==> src/rtl/rect_painter.sv <==
// Rectangle fill engine: clips a rectangle to the screen and streams one
// frame-memory write per cycle in row-major order, then emits a done pulse.
module rect_painter #(
    parameter int SCR_WIDTH      = 112,
    parameter int SCR_HEIGHT     = 112,
    parameter int ADDR_SIZE      = 14,
    parameter int MEM_ADDR_START = 0,
    parameter int DATA_W         = 8
) (
    input  logic                 CLK,
    input  logic                 RST,
    input  logic                 in_cont_signal,
    input  logic [6:0]           x0,
    input  logic [6:0]           y0,
    input  logic [7:0]           w,
    input  logic [7:0]           h,
    input  logic [DATA_W-1:0]    color,
    output logic [ADDR_SIZE-1:0] write_addr,
    output logic [DATA_W-1:0]    write_data,
    output logic                 write_en,
    output logic                 busy,
    output logic                 out_cont_signal
);

    typedef enum logic [1:0] {S_IDLE, S_PAINT, S_DONE} state_t;

    state_t               state_q, state_d;
    logic [7:0]           eff_w_q, eff_w_d;
    logic [7:0]           col_q, col_d;
    logic [7:0]           row_q, row_d;
    logic [ADDR_SIZE-1:0] addr_q, addr_d;
    logic [ADDR_SIZE-1:0] base_q, base_d;
    logic [DATA_W-1:0]    color_q, color_d;

    logic [31:0] rem_w, rem_h;
    logic [7:0]  clip_w, clip_h;

    // Space left to the right/bottom edge; zero when the origin is off-screen.
    always_comb begin
        rem_w  = (32'(x0) < 32'(SCR_WIDTH))  ? 32'(SCR_WIDTH)  - 32'(x0) : '0;
        rem_h  = (32'(y0) < 32'(SCR_HEIGHT)) ? 32'(SCR_HEIGHT) - 32'(y0) : '0;
        clip_w = (32'(w) < rem_w) ? w : rem_w[7:0];
        clip_h = (32'(h) < rem_h) ? h : rem_h[7:0];
    end

    always_comb begin
        state_d = state_q;
        eff_w_d = eff_w_q;
        col_d   = col_q;
        row_d   = row_q;
        addr_d  = addr_q;
        base_d  = base_q;
        color_d = color_q;
        unique case (state_q)
            S_IDLE: begin
                if (in_cont_signal) begin
                    if (clip_w == 8'd0 || clip_h == 8'd0) begin
                        state_d = S_DONE;
                    end else begin
                        state_d = S_PAINT;
                        color_d = color;
                        eff_w_d = clip_w;
                        col_d   = clip_w - 8'd1;
                        row_d   = clip_h - 8'd1;
                        // Multiply only at accept time; the per-pixel path is adders.
                        addr_d  = ADDR_SIZE'(MEM_ADDR_START + 32'(x0) + 32'(y0) * SCR_WIDTH);
                        base_d  = addr_d;
                    end
                end
            end
            S_PAINT: begin
                if (col_q == 8'd0) begin
                    if (row_q == 8'd0) begin
                        state_d = S_DONE;
                    end else begin
                        row_d  = row_q - 8'd1;
                        col_d  = eff_w_q - 8'd1;
                        base_d = base_q + ADDR_SIZE'(SCR_WIDTH);
                        addr_d = base_d;
                    end
                end else begin
                    col_d  = col_q - 8'd1;
                    addr_d = addr_q + ADDR_SIZE'(1);
                end
            end
            S_DONE:  state_d = S_IDLE;
            default: state_d = S_IDLE;
        endcase
    end

    always_ff @(posedge CLK) begin
        if (RST) begin
            state_q <= S_IDLE;
            eff_w_q <= '0;
            col_q   <= '0;
            row_q   <= '0;
            addr_q  <= '0;
            base_q  <= '0;
            color_q <= '0;
        end else begin
            state_q <= state_d;
            eff_w_q <= eff_w_d;
            col_q   <= col_d;
            row_q   <= row_d;
            addr_q  <= addr_d;
            base_q  <= base_d;
            color_q <= color_d;
        end
    end

    assign write_addr      = addr_q;
    assign write_data      = color_q;
    assign write_en        = (state_q == S_PAINT);
    assign out_cont_signal = (state_q == S_DONE);
    assign busy            = (state_q != S_IDLE);

endmodule
==> config.mk <==
export PLATFORM = sky130hd
export DESIGN_NAME = rect_painter
export DESIGN_NICKNAME = d
export VERILOG_FILES = /design/src/rtl/rect_painter.sv
export SDC_FILE = /design/constraint.sdc
export NUM_CORES = 1
export LEC_CHECK = 0
export ABC_AREA = 1
export BUFFER_PORTS_ARGS = -buffer_cell sky130_fd_sc_hd__clkbuf_2
export CORE_MARGIN = 2
export CORE_UTILIZATION = 35
export CTS_CLUSTER_SIZE = 10
export DETAILED_ROUTE_END_ITERATION = 8
export SYNTH_ARGS = -nofsm -noshare
export SYNTH_HDL_FRONTEND = slang
export SYNTH_SLANG_ARGS = --single-unit
==> constraint.sdc <==
create_clock -name CLK -period 4.8 [get_ports CLK]
set_clock_uncertainty 0.15 [all_clocks]
set_input_delay 0.72 -clock CLK [delete_from_list [all_inputs] [get_ports CLK]]
set_output_delay 0.72 -clock CLK [all_outputs]
set_load 0.05 [all_outputs]
== Word level (Yosys, flattened, before mapping) ==
Cells that the tools add are included.

* Flip-flop bits (word level): 62
* Logic and storage cells: 69

* Equality and inequality tests: 8
* Muxes and demuxes: 26
* Reductions and logical operators: 12
* Magnitude comparators: 4
* Multipliers: 1
* $add $sub $neg: 10
* Bitwise logic cells: 1

{| class="wikitable"
|+ Operators by type and width
! operator !! count
|-
| $mux 8 || 10
|-
| $mux 14 || 5
|-
| $lt 8x32->1 || 2
|-
| $mux 32 || 2
|-
| $pmux 14 s2 || 2
|-
| $sub 8x1->8 const B || 5
|-
| $logic_not 8->1 || 4
|-
| $pmux 8 s2 || 2
|-
| $sub 7x7->8 const A || 2
|-
| $add 14x1->14 const B || 1
|-
| $add 14x7->14 const B || 1
|-
| $add 7x14->14 || 1
|-
| $lt 7x7->1 const B || 2
|-
| $mul 7x3->10 const B || 1
|-
| $mux 2 || 4
|-
| $ne 2x2->1 const B || 3
|-
| $reduce_and 3->1 || 2
|-
| $reduce_and 5->1 || 1
|-
| $ne 2x1->1 const B || 2
|-
| $pmux 2 s2 || 1
|-
| $reduce_and 4->1 || 1
|-
| $reduce_bool 2->1 || 2
|-
| $ne 3x3->1 const B || 1
|-
| $eq 2x1->1 const B || 1
|-
| other kinds (4) || 4
|}

== Logic depth before layout (Yosys ltp) ==
Gate-level depths: netlist of the first run.

* Depth after elaboration: 9
* Gate-level depth with buffers: 28
* Gate-level depth less buffers: 28

== Least setup slack after synthesis of the first run ==
Ideal clock, no wire load.

* Kind: input to register
* From: input y0[1]
* To: register row_q[6]
* Arrival: 3500 ps
* Setup slack: 1036 ps
* Library setup time: 113 ps
* Required time: 4537 ps
* Stages: 27
* Path buffers: 1
* Path through: inv_1 > ha_1 > nand2_2 > inv_2 > nand2_1 > nand2_1 > inv_2 > nand3_2 > buf_2 > ha_1 > nand2_1 > nor2_1 > a211oi_1 > nand2_4 > nand2_4 > nand2_1 > nand2_1 > nand2_1 > nand2_1 > ha_1 > inv_1 > nor2_1 > nand3_1 > nand2_1 > nand2_1 > nor2_1 > nor2_1

* Cells in the longest elaborated chain, start to end: 8
* Elaborated cells between the ends (all ways): 13
* Classes of those cells: add/sub (2); order compare (2); eq/ne (1); mux (5); reduce/logical (3)

{| class="wikitable"
|+ RTL lines
! item !! line !! RTL
|-
| start: declaration || 14 || <nowiki>input logic [6:0] y0,</nowiki>
|-
| $sub 7x7->8 or $lt 7x7->1 (tied branches) || 41 || <nowiki>rem_h = (32'(y0) < 32'(SCR_HEIGHT)) ? 32'(SCR_HEIGHT) - 32'(y0) : '0;</nowiki>
|-
| $mux 32 (*) || 41 ||
|-
| $lt 8x32->1 || 43 || <nowiki>clip_h = (32'(h) < rem_h) ? h : rem_h[7:0];</nowiki>
|-
| $mux 8 (*) || 43 ||
|-
| $sub 8x1->8 or $logic_not 8->1 (tied branches) || 64, 57 ||
|-
| $mux 8 or $logic_or 1x1->1 (tied branches) || 57 || <nowiki>if (clip_w == 8'd0 || clip_h == 8'd0) begin</nowiki>
|-
| $mux 8 or $ne 2x2->1 (tied branches) || -- ||
|-
| $pmux 8 s2 or $reduce_and 5->1 (tied branches) || -- ||
|-
| end signal: assignment || 104 || <nowiki>row_q <= row_d;</nowiki>
|-
| end: declaration || 30 || <nowiki>logic [7:0] row_q, row_d;</nowiki>
|}

Every way passes the cells marked *; elsewhere a longest branch is shown, timed or not. The select of a mux whose other input is x is not followed.
A chain may end at the register's enable or synchronous reset.

== Worst setup path in the final report of the first run ==
* From: input y0[2]
* To: register addr_q[5], in the netlist write_addr[5]

* Cells in the longest elaborated chain, start to end: 8
* Elaborated cells between the ends (all ways): 9
* Classes of those cells: add/sub (1); order compare (2); eq/ne (1); mux (2); reduce/logical (3)

{| class="wikitable"
|+ RTL lines
! item !! line !! RTL
|-
| $sub 7x7->8 or $lt 7x7->1 (tied branches) || 41 ||
|-
| $mux 32 (*) || 41 ||
|-
| $lt 8x32->1 || 43 ||
|-
| $mux 8 (*) || 43 ||
|-
| $logic_not 8->1 (*) || 57 ||
|-
| $logic_or 1x1->1 (*) || 57 ||
|-
| $ne 2x2->1 (no source line) (*) || -- ||
|-
| $reduce_and 4->1 (no source line) (*) || -- ||
|-
| end signal: assignment || 105 || <nowiki>addr_q <= addr_d;</nowiki>
|-
| end: declaration || 31 || <nowiki>logic [ADDR_SIZE-1:0] addr_q, addr_d;</nowiki>
|}

Every way passes the cells marked *; elsewhere a longest branch is shown, timed or not.

==> results.md, run 1 <==
- Die Height: 131 microns
- Crit-path max FO: 26
- Yosys cell types: 38
- Power Density: 420 nW/um^2
- Total wire length: 14600 microns
- RSZ-0062 raised after global routing: no
- Die ar.: 17100 sq um
- CP Data Required Time: 4.87 ns
- Layout Utilization: 40.9%
- Mapped Nets: 1011
- H-tree depth: 3
- CTS buffer count: 9
- Synth area leader: dfxtp_1
- Initial antenna violation count: 0
- Final Cycle Share: 82.0%
- Setup Slack @ Placement: 0.535 ns
- Worst-margin pin slew: 1.17 ns
- TNS Setup: 0 ns
- CTS Hold Bufs: 0
- Wire per inst: 12.2 microns
- Synth area leaders: dfxtp_1 (22%), nand2_1 (16%), nor2_1 (9.1%)
- Postcts setup bufs: 0
- PortBufs: 65
- DRC errors left: 0
- Core box area: 15800 sq um
- Setup crit end kind: flip-flop
- Layout area overhead: 14.9%
- Post-synth top area share: 22.0%
- GP Congestion: 0.859
- Clock root cell: clkbuf_16
- Worst-Skew Late Latency: 0.33 ns
- Yosys reg bits: 62
- CTS tree: built
- Via Count: 5679
- Status: completed
- Vias/cell: 4.76
- Achievable clock frequency: 254 MHz
- 1st-iter DRT viols: 441
- Clock Pin Slew Worst Setup and Hold Paths: 0.05 ns
- ANT nets after route: 0
- Tmin final: 3.94 ns
- Synth warnings: 0
- Critical Path AT: 4.01 ns
- Setup CP Type: primary input to flip-flop
- Vias in the first global route: 5175
- Static Leak: 0.00344 uW
- Syn Area/Cell: 6.11 sq um
- DIE WIDTH: 131 microns
- Site Rows: 46
- Min Hold Slack: 0.334 ns
- Worst hold path type: flip-flop to flip-flop
- Initial core utilization: 35.6%
- Area of the mapped netlist: 5640 sq um
- Syn Inst Count: 922
- Sink Count: 62
- Sequential cell area fraction in the yosys report: 22.0%
- Final worst slack: 0.863 ns
- DPL Wire Length: 11000 microns
- Non-filler instance count after layout: 1194
- Post-CTS sizing: 0
- # diodes: 0
- GRT Total Usage: 17.8%
- Largest net degree at the start of global routing: 61
- Max VDD drop: 0.217 mV
- Max-Cap Viols: 0
- Type of origin of the critical path: primary input
- Final setup violation count: 0
- First-pass GRT wire length: 24500 microns
- I/O Pins: 66
- Slew HR: 21.8%
- Nets: 1062
- Hold Vio Cnt, Final: 0
- Layout cells sized above 1: 13.5%
- Commonest non-fill, non-tap cell in the layout: nand2_1
- Inst Count DP: 1178
- Slew Viols, Final: 0
- DRT Pass-1 Iters: 5
- Commonest cells after routing, fill and taps aside: nand2_1 (241), nor2_1 (134), inv_1 (118)
- Maximum root-to-sink buffer count: 2
- Global route total overflow: 0
[layer usage]
metal,track usage [%],up-vias,share of wire [%]
met1,25.4,2550,51
li1,-,3009,-
met4,4.01,0,1.0
met5,0,-,0
met3,2.85,14,4.5
met2,28.3,106,44
[sequential cells by signal (all words and copies together) (netlist names)]
name and count:
col_q 8, base_q 14, write_addr 14, eff_w_q 8, state_q 2, row_q 8, write_data 8
[metrics by stage]
stage / instance area [sq um] / total power [uW]
after detailed placement: 6150 / 2010
after global routing: 6470 / 2950
after floorplan: 5640 / 1720
final: 6470 / 2720
after CTS: 6470 / 2730
after global placement: 6150 / 2010
[where the power goes]
part | switching (uW) | total (uW) | internal (uW)
logic | 836 | 1270 | 433
registers | 103 | 735 | 632
clock network | 244 | 712 | 469
total | 1180 | 2720 | 1530
[path summary, 6_finish.rpt]
kind / startpoint / end / slack (ns) / cells past startpoint
worst max-delay path: y0[2] / write_addr[5] / 0.86 / 24
worst min-delay path: base_q[9] / base_q[9] / 0.33 / 2
worst max register to register: state_q[1] / row_q[4] / 1.63 / 9
worst min register to register: base_q[9] / base_q[9] / 0.33 / 2
[cell type report]
cell class | count | area [sq um]
sequential | 62 | 1240
clock inverter | 5 | 82.6
fill | 1743 | 9350
multi-input combinational | 702 | 3770
clock buffer | 11 | 243
timing repair buffer | 74 | 405
tap | 216 | 270
inverter | 124 | 465
[synthesized netlist by cell type]
library cell	instances
o21bai_1	2
inv_1	118
o21ai_0	33
nor3_1	6
conb_1	2
clkbuf_1	14
nor2_2	2
buf_6	1
o211ai_1	3
nor4_1	3
buf_8	1
inv_2	3
o22ai_1	3
or2_2	8
a21boi_0	3
nand4_1	7
a21oi_1	59
buf_4	1
ha_1	40
clkinv_1	3
a31oi_1	1
nand3_2	2
fa_1	8
buf_2	14
nand3b_1	20
nand2_2	8
nor3b_1	2
nor2_1	136
dfxtp_1	62
a211oi_4	1
xnor2_1	10
xor2_1	12
a211oi_1	1
nand3_1	72
buf_1	3
nand2_4	5
nand2_1	241
a21oi_2	12
[cell families (layout without fill, tap and decap cells)]
group,after synthesis,in the layout,share of synthesized area (%)
flip-flops,62,62,22.0
XOR/XNOR,22,22,3.42
adder cells (fa/ha/maj),48,48,11.7
AND/OR/NAND/NOR,512,512,39.4
buffers and inverters,158,214,11.2
other,2,2,0.133
AO/OA/AOI/OAI,118,118,12.0
[worst max-delay path, stage by stage]
cell and delay [ns]:
clkbuf_2 0.18, inv_1 0.08, ha_1 0.18, nand2_1 0.08, inv_1 0.07, a21oi_2 0.18, or2_2 0.14, nand3_1 0.10
ha_1 0.30, a21oi_1 0.14, nor2_1 0.05, a211oi_1 0.31, nand2_4 0.16, nand2_4 0.13, nand2_1 0.08, nand3b_1 0.08
nor2_1 0.05, nand2_1 0.12, nand2_2 0.09, nand2_4 0.17, buf_4 0.35, nand3_1 0.12, nand2_1 0.08, nor2_1 0.05
Note: power is estimated with default switching activity, not from simulation.
==> inputs of run 2 (changes only) <==
==> constraint.sdc (replaced) <==
create_clock -name CLK -period 3.9 [get_ports CLK]
set_clock_uncertainty 0.15 [all_clocks]
set_input_delay 0.585 -clock CLK [delete_from_list [all_inputs] [get_ports CLK]]
set_output_delay 0.585 -clock CLK [all_outputs]
set_load 0.05 [all_outputs]
==> results.md, run 2 (synthesized netlist as in run 1, its figures left out) <==
- GP Congestion: 0.880 (was 0.859)
- Initial core utilization: 35.6% (unchanged)
- Layout cells sized above 1: 14.5% (was 13.5%)
- Worst-Skew Late Latency: 0.33 ns (about the same)
- Max VDD drop: 0.244 mV (was 0.217 mV)
- Slew Viols, Final: 0 (unchanged)
- Commonest non-fill, non-tap cell in the layout: nand2_1 (unchanged)
- Achievable clock frequency: 287 MHz
- PortBufs: 65 (unchanged)
- CTS Hold Bufs: 0 (unchanged)
- CTS buffer count: 9 (unchanged)
- Crit-path max FO: 24 (was 26)
- Hold path depth: 2 (unchanged)
- TNS Setup: 0 ns (unchanged)
- Static Leak: 0.00353 uW (was 0.00344 uW)
- Worst hold path type: primary input to flip-flop (was flip-flop to flip-flop)
- Status: completed (unchanged)
- Setup slack, reg-to-reg: 1.19 ns (was 1.63 ns)
- Power Density: 516 nW/um^2 (was 420 nW/um^2)
- Vias/cell: 4.68 (was 4.76)
- FF-to-FF path depth: 12 (was 9)
- Commonest cells after routing, fill and taps aside: nand2_1 (241), nor2_1 (133), inv_1 (118) (was nand2_1 (241), nor2_1 (134), inv_1 (118))
- Maximum root-to-sink buffer count: 2 (unchanged)
- DPL Wire Length: 10800 microns (was 11000 microns)
- HP Start: RST (was base_q[9])
- R2r startpoint: col_q[0] (was state_q[1])
- RSZ-0062 raised after global routing: no (unchanged)
- Type of origin of the critical path: primary input (unchanged)
- Die Height: 131 microns (unchanged)
- Hold Vio Cnt, Final: 0 (unchanged)
- Slowest Stage Delay on Critical Path: 0.36 ns (was 0.35 ns)
- Tmin final: 3.49 ns
- Nets: 1074 (was 1062)
- Clock Pin Slew Worst Setup and Hold Paths: 0.06 ns (was 0.05 ns)
- Slowest cell on crit path: a211oi_4 (was buf_4)
- Max-Cap Viols: 0 (unchanged)
- Layout area overhead: 17.2% (was 14.9%)
- # fillers: 1698 (was 1743)
- Inst Count DP: 1190 (was 1178)
- H-tree depth: 3 (unchanged)
- Clock root cell: clkbuf_16 (unchanged)
- Final setup violation count: 0 (unchanged)
- ANT nets after route: 0 (unchanged)
- Worst-margin pin slew: 0.567 ns (was 1.17 ns)
- First-pass GRT wire length: 24100 microns (was 24500 microns)
- Slew HR: 62.0% (was 21.8%)
- Initial antenna violation count: 0 (unchanged)
- Vias in the first global route: 5178 (was 5175)
- Layout Utilization: 41.7% (was 40.9%)
- Via Count: 5641 (was 5679)
- Tot Pwr: 3410 uW (was 2720 uW)
- Site Rows: 46 (unchanged)
- Final Cycle Share: 89.4%
- Worst-path cell chain: clkbuf_2 > inv_1 > ha_1 > nand2_1 > nor2_1 > inv_1 > nand3_1 > nand2_1 > ha_1 > nand2_1 > nor2_1 > a211oi_4 > nand2_4 > nand2_1 > nand2_1 > nand2_1 > nor2_2 > a21oi_2 > nand2_2 > nand2_4 > buf_12 > nand3_1 > nand2_1 > nor2_1 (was clkbuf_2 > inv_1 > ha_1 > nand2_1 > inv_1 > a21oi_2 > or2_2 > nand3_1 > ha_1 > a21oi_1 > nor2_1 > a211oi_1 > nand2_4 > nand2_4 > nand2_1 > nand3b_1 > nor2_1 > nand2_1 > nand2_2 > nand2_4 > buf_4 > nand3_1 > nand2_1 > nor2_1)
- CTS tree: built (unchanged)
- Core box area: 15800 sq um (unchanged)
- CP Data Required Time: 3.97 ns (was 4.87 ns)
- Non-filler instance count after layout: 1206 (was 1194)
- WHS Endpoint: state_q[0] (was base_q[9])
- Global route total overflow: 0 (unchanged)
- Most numerous cell on the critical path: nand2_1 (unchanged)
- I/O Pins: 66 (unchanged)
- End of the worst register-to-register path: col_q[4] (was row_q[4])
- Setup crit end kind: flip-flop (unchanged)
- Total wire length: 14300 microns (was 14600 microns)
- GRT Total Usage: 17.5% (was 17.8%)
- Sink Count: 62 (unchanged)
- Min Hold Slack: 0.317 ns (was 0.334 ns)
- DRC errors left: 0 (unchanged)
- 1st-iter DRT viols: 366 (was 441)
- DRT Pass-1 Iters: 5 (unchanged)
- Die ar.: 17100 sq um (unchanged)
- DIE WIDTH: 131 microns (unchanged)
- Wire per inst: 11.9 microns (was 12.2 microns)
- Largest net degree at the start of global routing: 52 (was 61)
- Setup CP Type: primary input to flip-flop (unchanged)
- # diodes: 0 (unchanged)
- Critical Path AT: 3.56 ns (was 4.01 ns)
-- run 2: layout make-up --
| class | count | area, sq um | share of cell area, % |
|---|---|---|---|
| clock buffer | 12 | 236 | 3.58 |
| clock inverter | 4 | 95.1 | 1.44 |
| inverter | 124 | 465 | 7.05 |
| multi-input combinational | 702 | 3770 | 57.2 |
| sequential | 62 | 1240 | 18.8 |
| tap | 216 | 270 | 4.09 |
| timing repair buffer | 86 | 520 | 7.88 |
-- run 2: what timing repair did --
item                                    CTS  global route
setup buffers                             0             0
gates resized for setup                   0             2
endpoints found under the hold margin     0             0
endpoints found under the setup margin    0             2
-- run 2: how the worst max path moves through the flow --
stage | from | end
2_1_floorplan | y0[1] | row_q[6]
3_3_place_gp | y0[1] | row_q[6]
3_5_place_dp | y0[1] | row_q[6]
5_1_grt | y0[1] | row_q[6]
6_report | x0[1] | write_addr[6]
4_1_cts | y0[1] | row_q[6]
-- run 2: metal layers --
metal	part of all wire [%]	GRT usage, %	routed length [microns]	up-vias
li1	-	-	-	3038
met1	51	24.3	7280	2497
met2	45	28.8	6480	99
met3	3.6	3.62	515	7
met4	0.45	2.82	65	0
met5	0	0	0	-
-- run 2: stage by stage --
step	instance area [sq um]	worst slack [ns]
2_1_floorplan	5640	0.271
3_3_place_gp	6260	0.00814
3_5_place_dp	6260	-0.0829
4_1_cts	6600	0.269
5_1_grt	6600	0.0624
6_report	6600	0.414
-- run 2: where the power goes --
part	switching (uW)	internal, uW	total (uW)	leakage, uW
Clock	288	624	912	0.000161
Combinational	1030	555	1580	0.00285
Sequential	132	778	910	0.000515
-- run 2: worst max-delay path: cells and delay by family --
kind | cells | cell delay, ns
simple gates | 16 | 1.42
buf+inv | 4 | 0.53
compound gates | 2 | 0.51
fa+ha+maj | 2 | 0.47
